--- src/rtl/bin_to_bcd_seq.sv ---
// Sequential binary-to-BCD converter (shift-add-3, one bit per clock).
// Start/busy/done handshake; bcd/ovf hold the last result until the next DONE.
module bin_to_bcd_seq #(
    parameter int BIN_W  = 8,
    parameter int DIGITS = 3,
    parameter int CNT_W  = 5
) (
    input  logic                  clk,
    input  logic                  rst,
    input  logic                  start,
    input  logic [BIN_W-1:0]      bin,
    output logic [4*DIGITS-1:0]   bcd,
    output logic                  busy,
    output logic                  done,
    output logic                  ovf
);

    localparam int BCD_W = 4 * DIGITS;

    typedef enum logic [1:0] {
        S_IDLE = 2'd0,
        S_CONV = 2'd1,
        S_DONE = 2'd2
    } state_t;

    state_t               state_q, state_d;
    logic [BIN_W-1:0]     sh_q, sh_d;
    logic [BCD_W-1:0]     wk_q, wk_d;
    logic                 co_q, co_d;
    logic [CNT_W-1:0]     cnt_q, cnt_d;
    logic [BCD_W-1:0]     bcd_q, bcd_d;
    logic                 busy_q, busy_d;
    logic                 done_q, done_d;
    logic                 ovf_q, ovf_d;

    logic [BCD_W-1:0]     wk_adj;
    logic [BCD_W-1:0]     wk_shift;
    logic                 co_next;

    // Per-digit correction: digits >= 5 get +3 so the following shift carries at 10.
    function automatic logic [BCD_W-1:0] add3_digits(input logic [BCD_W-1:0] w);
        logic [BCD_W-1:0] r;
        logic [3:0]       d;
        r = '0;
        for (int i = 0; i < DIGITS; i++) begin
            d = w[4*i +: 4];
            if (d >= 4'd5) begin
                d = d + 4'd3;
            end
            r[4*i +: 4] = d;
        end
        return r;
    endfunction

    always_comb begin
        wk_adj   = add3_digits(wk_q);
        wk_shift = {wk_adj[BCD_W-2:0], sh_q[BIN_W-1]};
        co_next  = co_q | wk_adj[BCD_W-1];

        state_d = state_q;
        sh_d    = sh_q;
        wk_d    = wk_q;
        co_d    = co_q;
        cnt_d   = cnt_q;
        bcd_d   = bcd_q;
        busy_d  = busy_q;
        done_d  = 1'b0;
        ovf_d   = ovf_q;

        case (state_q)
            S_IDLE: begin
                busy_d = 1'b0;
                if (start) begin
                    sh_d    = bin;
                    wk_d    = '0;
                    co_d    = 1'b0;
                    cnt_d   = CNT_W'(BIN_W);
                    busy_d  = 1'b1;
                    state_d = S_CONV;
                end
            end
            S_CONV: begin
                wk_d  = wk_shift;
                sh_d  = sh_q << 1;
                co_d  = co_next;
                cnt_d = cnt_q - CNT_W'(1);
                // Result is loaded on entry to DONE so it is visible during the done pulse.
                if (cnt_q == CNT_W'(1)) begin
                    state_d = S_DONE;
                    done_d  = 1'b1;
                    bcd_d   = wk_shift;
                    ovf_d   = co_next;
                end
            end
            S_DONE: begin
                busy_d  = 1'b0;
                state_d = S_IDLE;
            end
            default: begin
                busy_d  = 1'b0;
                state_d = S_IDLE;
            end
        endcase
    end

    always_ff @(posedge clk) begin
        if (rst) begin
            state_q <= S_IDLE;
            sh_q    <= '0;
            wk_q    <= '0;
            co_q    <= 1'b0;
            cnt_q   <= '0;
            bcd_q   <= '0;
            busy_q  <= 1'b0;
            done_q  <= 1'b0;
            ovf_q   <= 1'b0;
        end else begin
            state_q <= state_d;
            sh_q    <= sh_d;
            wk_q    <= wk_d;
            co_q    <= co_d;
            cnt_q   <= cnt_d;
            bcd_q   <= bcd_d;
            busy_q  <= busy_d;
            done_q  <= done_d;
            ovf_q   <= ovf_d;
        end
    end

    assign bcd  = bcd_q;
    assign busy = busy_q;
    assign done = done_q;
    assign ovf  = ovf_q;

endmodule

--- config.mk ---
export PLATFORM = sky130hd
export DESIGN_NAME = bin_to_bcd_seq
export DESIGN_NICKNAME = d
export VERILOG_FILES = /design/src/rtl/bin_to_bcd_seq.sv
export SDC_FILE = /design/constraint.sdc
export NUM_CORES = 1
export LEC_CHECK = 0
export ABC_AREA = 1
export CORE_UTILIZATION = 50
export CTS_CLUSTER_DIAMETER = 200
export DETAILED_ROUTE_END_ITERATION = 12
export HOLD_SLACK_MARGIN = 0.1
export PLACE_DENSITY = 0.73
export SYNTH_ARGS = -nofsm -noshare
export SYNTH_HDL_FRONTEND = slang
export SYNTH_SLANG_ARGS = --single-unit
--- constraint.sdc ---
create_clock -name clk -period 2.1 [get_ports clk]
set_input_delay 0.63 -clock clk [delete_from_list [all_inputs] [get_ports clk]]
set_output_delay 0.63 -clock clk [all_outputs]
set_load 0.1 [all_outputs]
==> flow_metrics.env <==
export IMPL_status="finished, final reports clean"
export IMPL_clock_power_share=0.377
export IMPL_synth_cell_type_count=21
export IMPL_swShare=0.246
export IMPL_timing_critical_path_to_type="flip-flop"
export IMPL_die_height_um=65.5
export IMPL_total_power_divided_by_cell_area_nw_per_um2=683
export IMPL_final_setup_violating_endpoints=0
export IMPL_grt_setup_unrepaired="no"
export IMPL_p_switching_mw=0.430
export IMPL_first_pass_iters=4
export IMPL_final_core_utilization=0.679
export IMPL_detailroute_via_count=1825
export IMPL_diodes=0
export IMPL_synthesis_yosys_warnings=0
export IMPL_worstPathBufferInverterCount=4
export IMPL_synth_area_per_cell_um2=7.35
export IMPL_cpMostUsedCell="sky130_fd_sc_hd__nor2_1"
export IMPL_worst_endpoint_arrival_ns=1.89
export IMPL_drt_first_iter_violations=93
export IMPL_timing_critical_path_cells="clkdlybuf4s50_1 -> inv_1 -> nor2_1 -> inv_2 -> nand2_2 -> buf_4 -> o211ai_1 -> nor2_1"
export IMPL_critPathMaxFanout=9
export IMPL_cellInternalPower_mw=1.32
export IMPL_io_pins=26
export IMPL_flow_area_growth_from_synthesis_pct=27.1
export IMPL_synth_net_count=293
export IMPL_power_frac_comb=0.127
export IMPL_first_global_vias=1668
export IMPL_period_share=0.788
export IMPL_placement_setup_worst_slack_ns=0.138
export IMPL_grt_overflow=0
export IMPL_path_delay_family="buffers and inverters"
export IMPL_track_usage=0.218
export IMPL_worst_hold_path_type="flip-flop to flip-flop"
export IMPL_post_cts_hold_buffer_count=0
export IMPL_ys_seq_elements=43
export IMPL_worst_setup_path_start_kind="input port"
export IMPL_min_from="sh_q[0]$_SDFFE_PP0P_"
export IMPL_placement_row_count=22
export IMPL_req_time_crit_path_ns=2.33
export IMPL_root_buffer="sky130_fd_sc_hd__clkbuf_8"
export IMPL_timing_final_max_slew_violations=0
export IMPL_period_minus_slack_ns=1.66
export IMPL_nNetsFinal=321
export IMPL_synth_seq_area_share=0.427
export IMPL_hpwl_dp_mm=2.79
export IMPL_p_leak_nw=1.07
export IMPL_finalHoldViolations=0
export IMPL_r2r_start="wk_q[0]$_SDFFE_PP0P_"
export IMPL_netlist_instances=274
export IMPL_routed_via_density=5.20
export IMPL_ir_drop_worst_case_vdd_mv=0.518
export IMPL_clock_latency_ns=0.29
export IMPL_number_of_placed_instances_taps_included=343
export IMPL_cap_violations=0
export IMPL_max_slew_headroom=0.801
export IMPL_die_area_um2=4290
export IMPL_power_sequential_fraction=0.496
export IMPL_cts_sinks=43
export IMPL_clock_skew_ns=0.00260
export IMPL_globalplace_congestion=0.854
export IMPL_total_clock_buffers_created_by_cts=5
export IMPL_crit_slowest_cell="sky130_fd_sc_hd__clkdlybuf4s50_1"
export IMPL_max_slew_worst_pin_slew_ns=0.298
export IMPL_cpPeakStageDelay_ns=0.45
export IMPL_post_cts_setup_buffer_count=0
export IMPL_timing_worst_setup_path_type="input port to flip-flop"
export IMPL_chipWidth_um=65.5
export IMPL_count_of_cells_along_the_worst_register_to_register_path=6
export IMPL_hold_ws_ns=0.473
export IMPL_i_o_buffers=25
export IMPL_placeableCoreArea_um2=3770
export IMPL_grt_met1_usage=0.258
export IMPL_synth_area_um2=2010
export IMPL_worstHoldEndpoint="sh_q[0]$_SDFFE_PP0P_"
export IMPL_critical_path_reg2reg_endpoint="wk_q[3]$_SDFFE_PP0P_"
export IMPL_global_route_peak_usage_layer="met2"
export IMPL_fin_ws_ns=0.445
export IMPL_clk_transition_reported_paths_ns=0.08
export IMPL_setup_tns_ns=0
export IMPL_detail_route_drc_violations=0
export IMPL_grt_start_max_net_pins=22
export IMPL_grt_first_pass_wirelength_mm=7.02
export IMPL_fin_cells=351
export IMPL_grt_antenna_before_repair=0
export IMPL_drt_wl_total_mm=3.99
export IMPL_cts_htree_levels=2
export IMPL_max_freq_mhz=604
export IMPL_initial_utilization=0.534
export IMPL_ctsLongestPathBuffers=2
export IMPL_global_route_usage_met2=0.365
export IMPL_wl_per_cell_um=11.4
export IMPL_cts_tree="built"
export IMPL_drtAntennaViolNets=0
export IMPL_post_cts_resized=0
export IMPL_layout_drive_gt1_share=0.162
export IMPL_setup_reg_to_reg_worst_slack_ns=0.60
export IMPL_hold_depth=2
export IMPL_grt_util_met3=0.0521
-- power groups by stage --
stage          Combinational [mW]  Sequential, mW  Clock [mW]
4_1_cts                     0.224           0.868       0.679
6_report                    0.222           0.868       0.659
3_5_place_dp                0.222           0.887           0
2_1_floorplan               0.132           0.910           0
5_1_grt                     0.247           0.872       0.709
3_3_place_gp                0.220           0.886           0
-- cells by family after synthesis --
| kind of cell | share of synthesized area |
|---|---|
| and+or+nand+nor | 0.305 |
| AOI/OAI and AO/OA | 0.132 |
| DFF | 0.427 |
| buffers and inverters | 0.0857 |
| adders and majority gates | 0.0497 |
-- synthesized netlist by cell type, drive strengths merged --
cell,count,area share
dfxtp,43,0.43
inv,31,0.058
nand3,29,0.072
ha,8,0.050
nor2,20,0.049
clkbuf,3,0.0056
nand2,62,0.12
o21ai,18,0.045
buf,6,0.022
or2,10,0.031
nand4,4,0.012
nor3,9,0.022
o211ai,7,0.026
a21oi,24,0.061
-- worst max path at each step --
stage               depth (start not counted)                 from                   end
CTS                                         8                start  sh_q[6]$_SDFFE_PP0P_
floorplan                                   0  bcd[0]$_SDFFE_PP0P_                bcd[0]
detailed placement                          8                start  sh_q[6]$_SDFFE_PP0P_
finish                                      8                start  sh_q[6]$_SDFFE_PP0P_
global route                                8                start  sh_q[6]$_SDFFE_PP0P_
global placement                            8                start  wk_q[6]$_SDFFE_PP0P_
-- flip-flops by register name, indices dropped and copies added, names as in the netlist --
name	flops
busy	1
ovf	1
cnt_q	5
co_q	1
state_q	2
done	1
wk_q	12
sh_q	8
bcd	12
-- worst register-to-register path: stages (launching register included) --
cell and delay [ns]:
sky130_fd_sc_hd__dfxtp_1 0.42, sky130_fd_sc_hd__inv_1 0.09, sky130_fd_sc_hd__ha_1 0.22, sky130_fd_sc_hd__or2_2 0.29, sky130_fd_sc_hd__o21ai_0 0.22, sky130_fd_sc_hd__nand2_1 0.08
sky130_fd_sc_hd__a21oi_1 0.12
-- layout make-up --
type,instances,area [um^2]
Sequential cell,43,861
Multi-Input combinational cell,191,981
Fill cell,287,1210
Clock buffer,6,82.6
Clock inverter,2,35.0
Tap cell,48,60.1
Timing Repair Buffer,30,425
Inverter,31,116
-- stage by stage --
| step | instance area (um^2) | power (mW) |
|---|---|---|
| global placement | 2440 | 1.11 |
| detailed placement | 2440 | 1.11 |
| floorplan | 2010 | 1.04 |
| global route | 2560 | 1.83 |
| CTS | 2560 | 1.77 |
| finish | 2560 | 1.75 |
-- cells in the final DEF, fill, tap and decap left out --
cell                              count
sky130_fd_sc_hd__nand2_1             60
sky130_fd_sc_hd__dfxtp_1             43
sky130_fd_sc_hd__nand3_1             29
sky130_fd_sc_hd__inv_1               25
sky130_fd_sc_hd__a21oi_1             23
sky130_fd_sc_hd__nor2_1              18
sky130_fd_sc_hd__buf_12              14
sky130_fd_sc_hd__o21ai_0             11
sky130_fd_sc_hd__or2_2               10
sky130_fd_sc_hd__clkdlybuf4s50_1     10
sky130_fd_sc_hd__nor3_1               9
sky130_fd_sc_hd__ha_1                 8
sky130_fd_sc_hd__o21ai_1              7
sky130_fd_sc_hd__o211ai_1             7
sky130_fd_sc_hd__inv_2                6
sky130_fd_sc_hd__clkbuf_8             6
sky130_fd_sc_hd__buf_4                6
sky130_fd_sc_hd__nand4_1              4
sky130_fd_sc_hd__nand2_2              2
sky130_fd_sc_hd__nor2_4               1
sky130_fd_sc_hd__nor2_8               1
sky130_fd_sc_hd__a21oi_2              1
sky130_fd_sc_hd__clkinv_2             1
sky130_fd_sc_hd__bufinv_16            1
-- metal layers --
metal	vias to the layer above	wire length, um	share of wire
met4	0	77	0.019
met2	51	1830	0.46
met3	6	180	0.045
met5	-	0	0
li1	953	-	-
met1	815	1890	0.47
(Power assumes the default switching activity.)
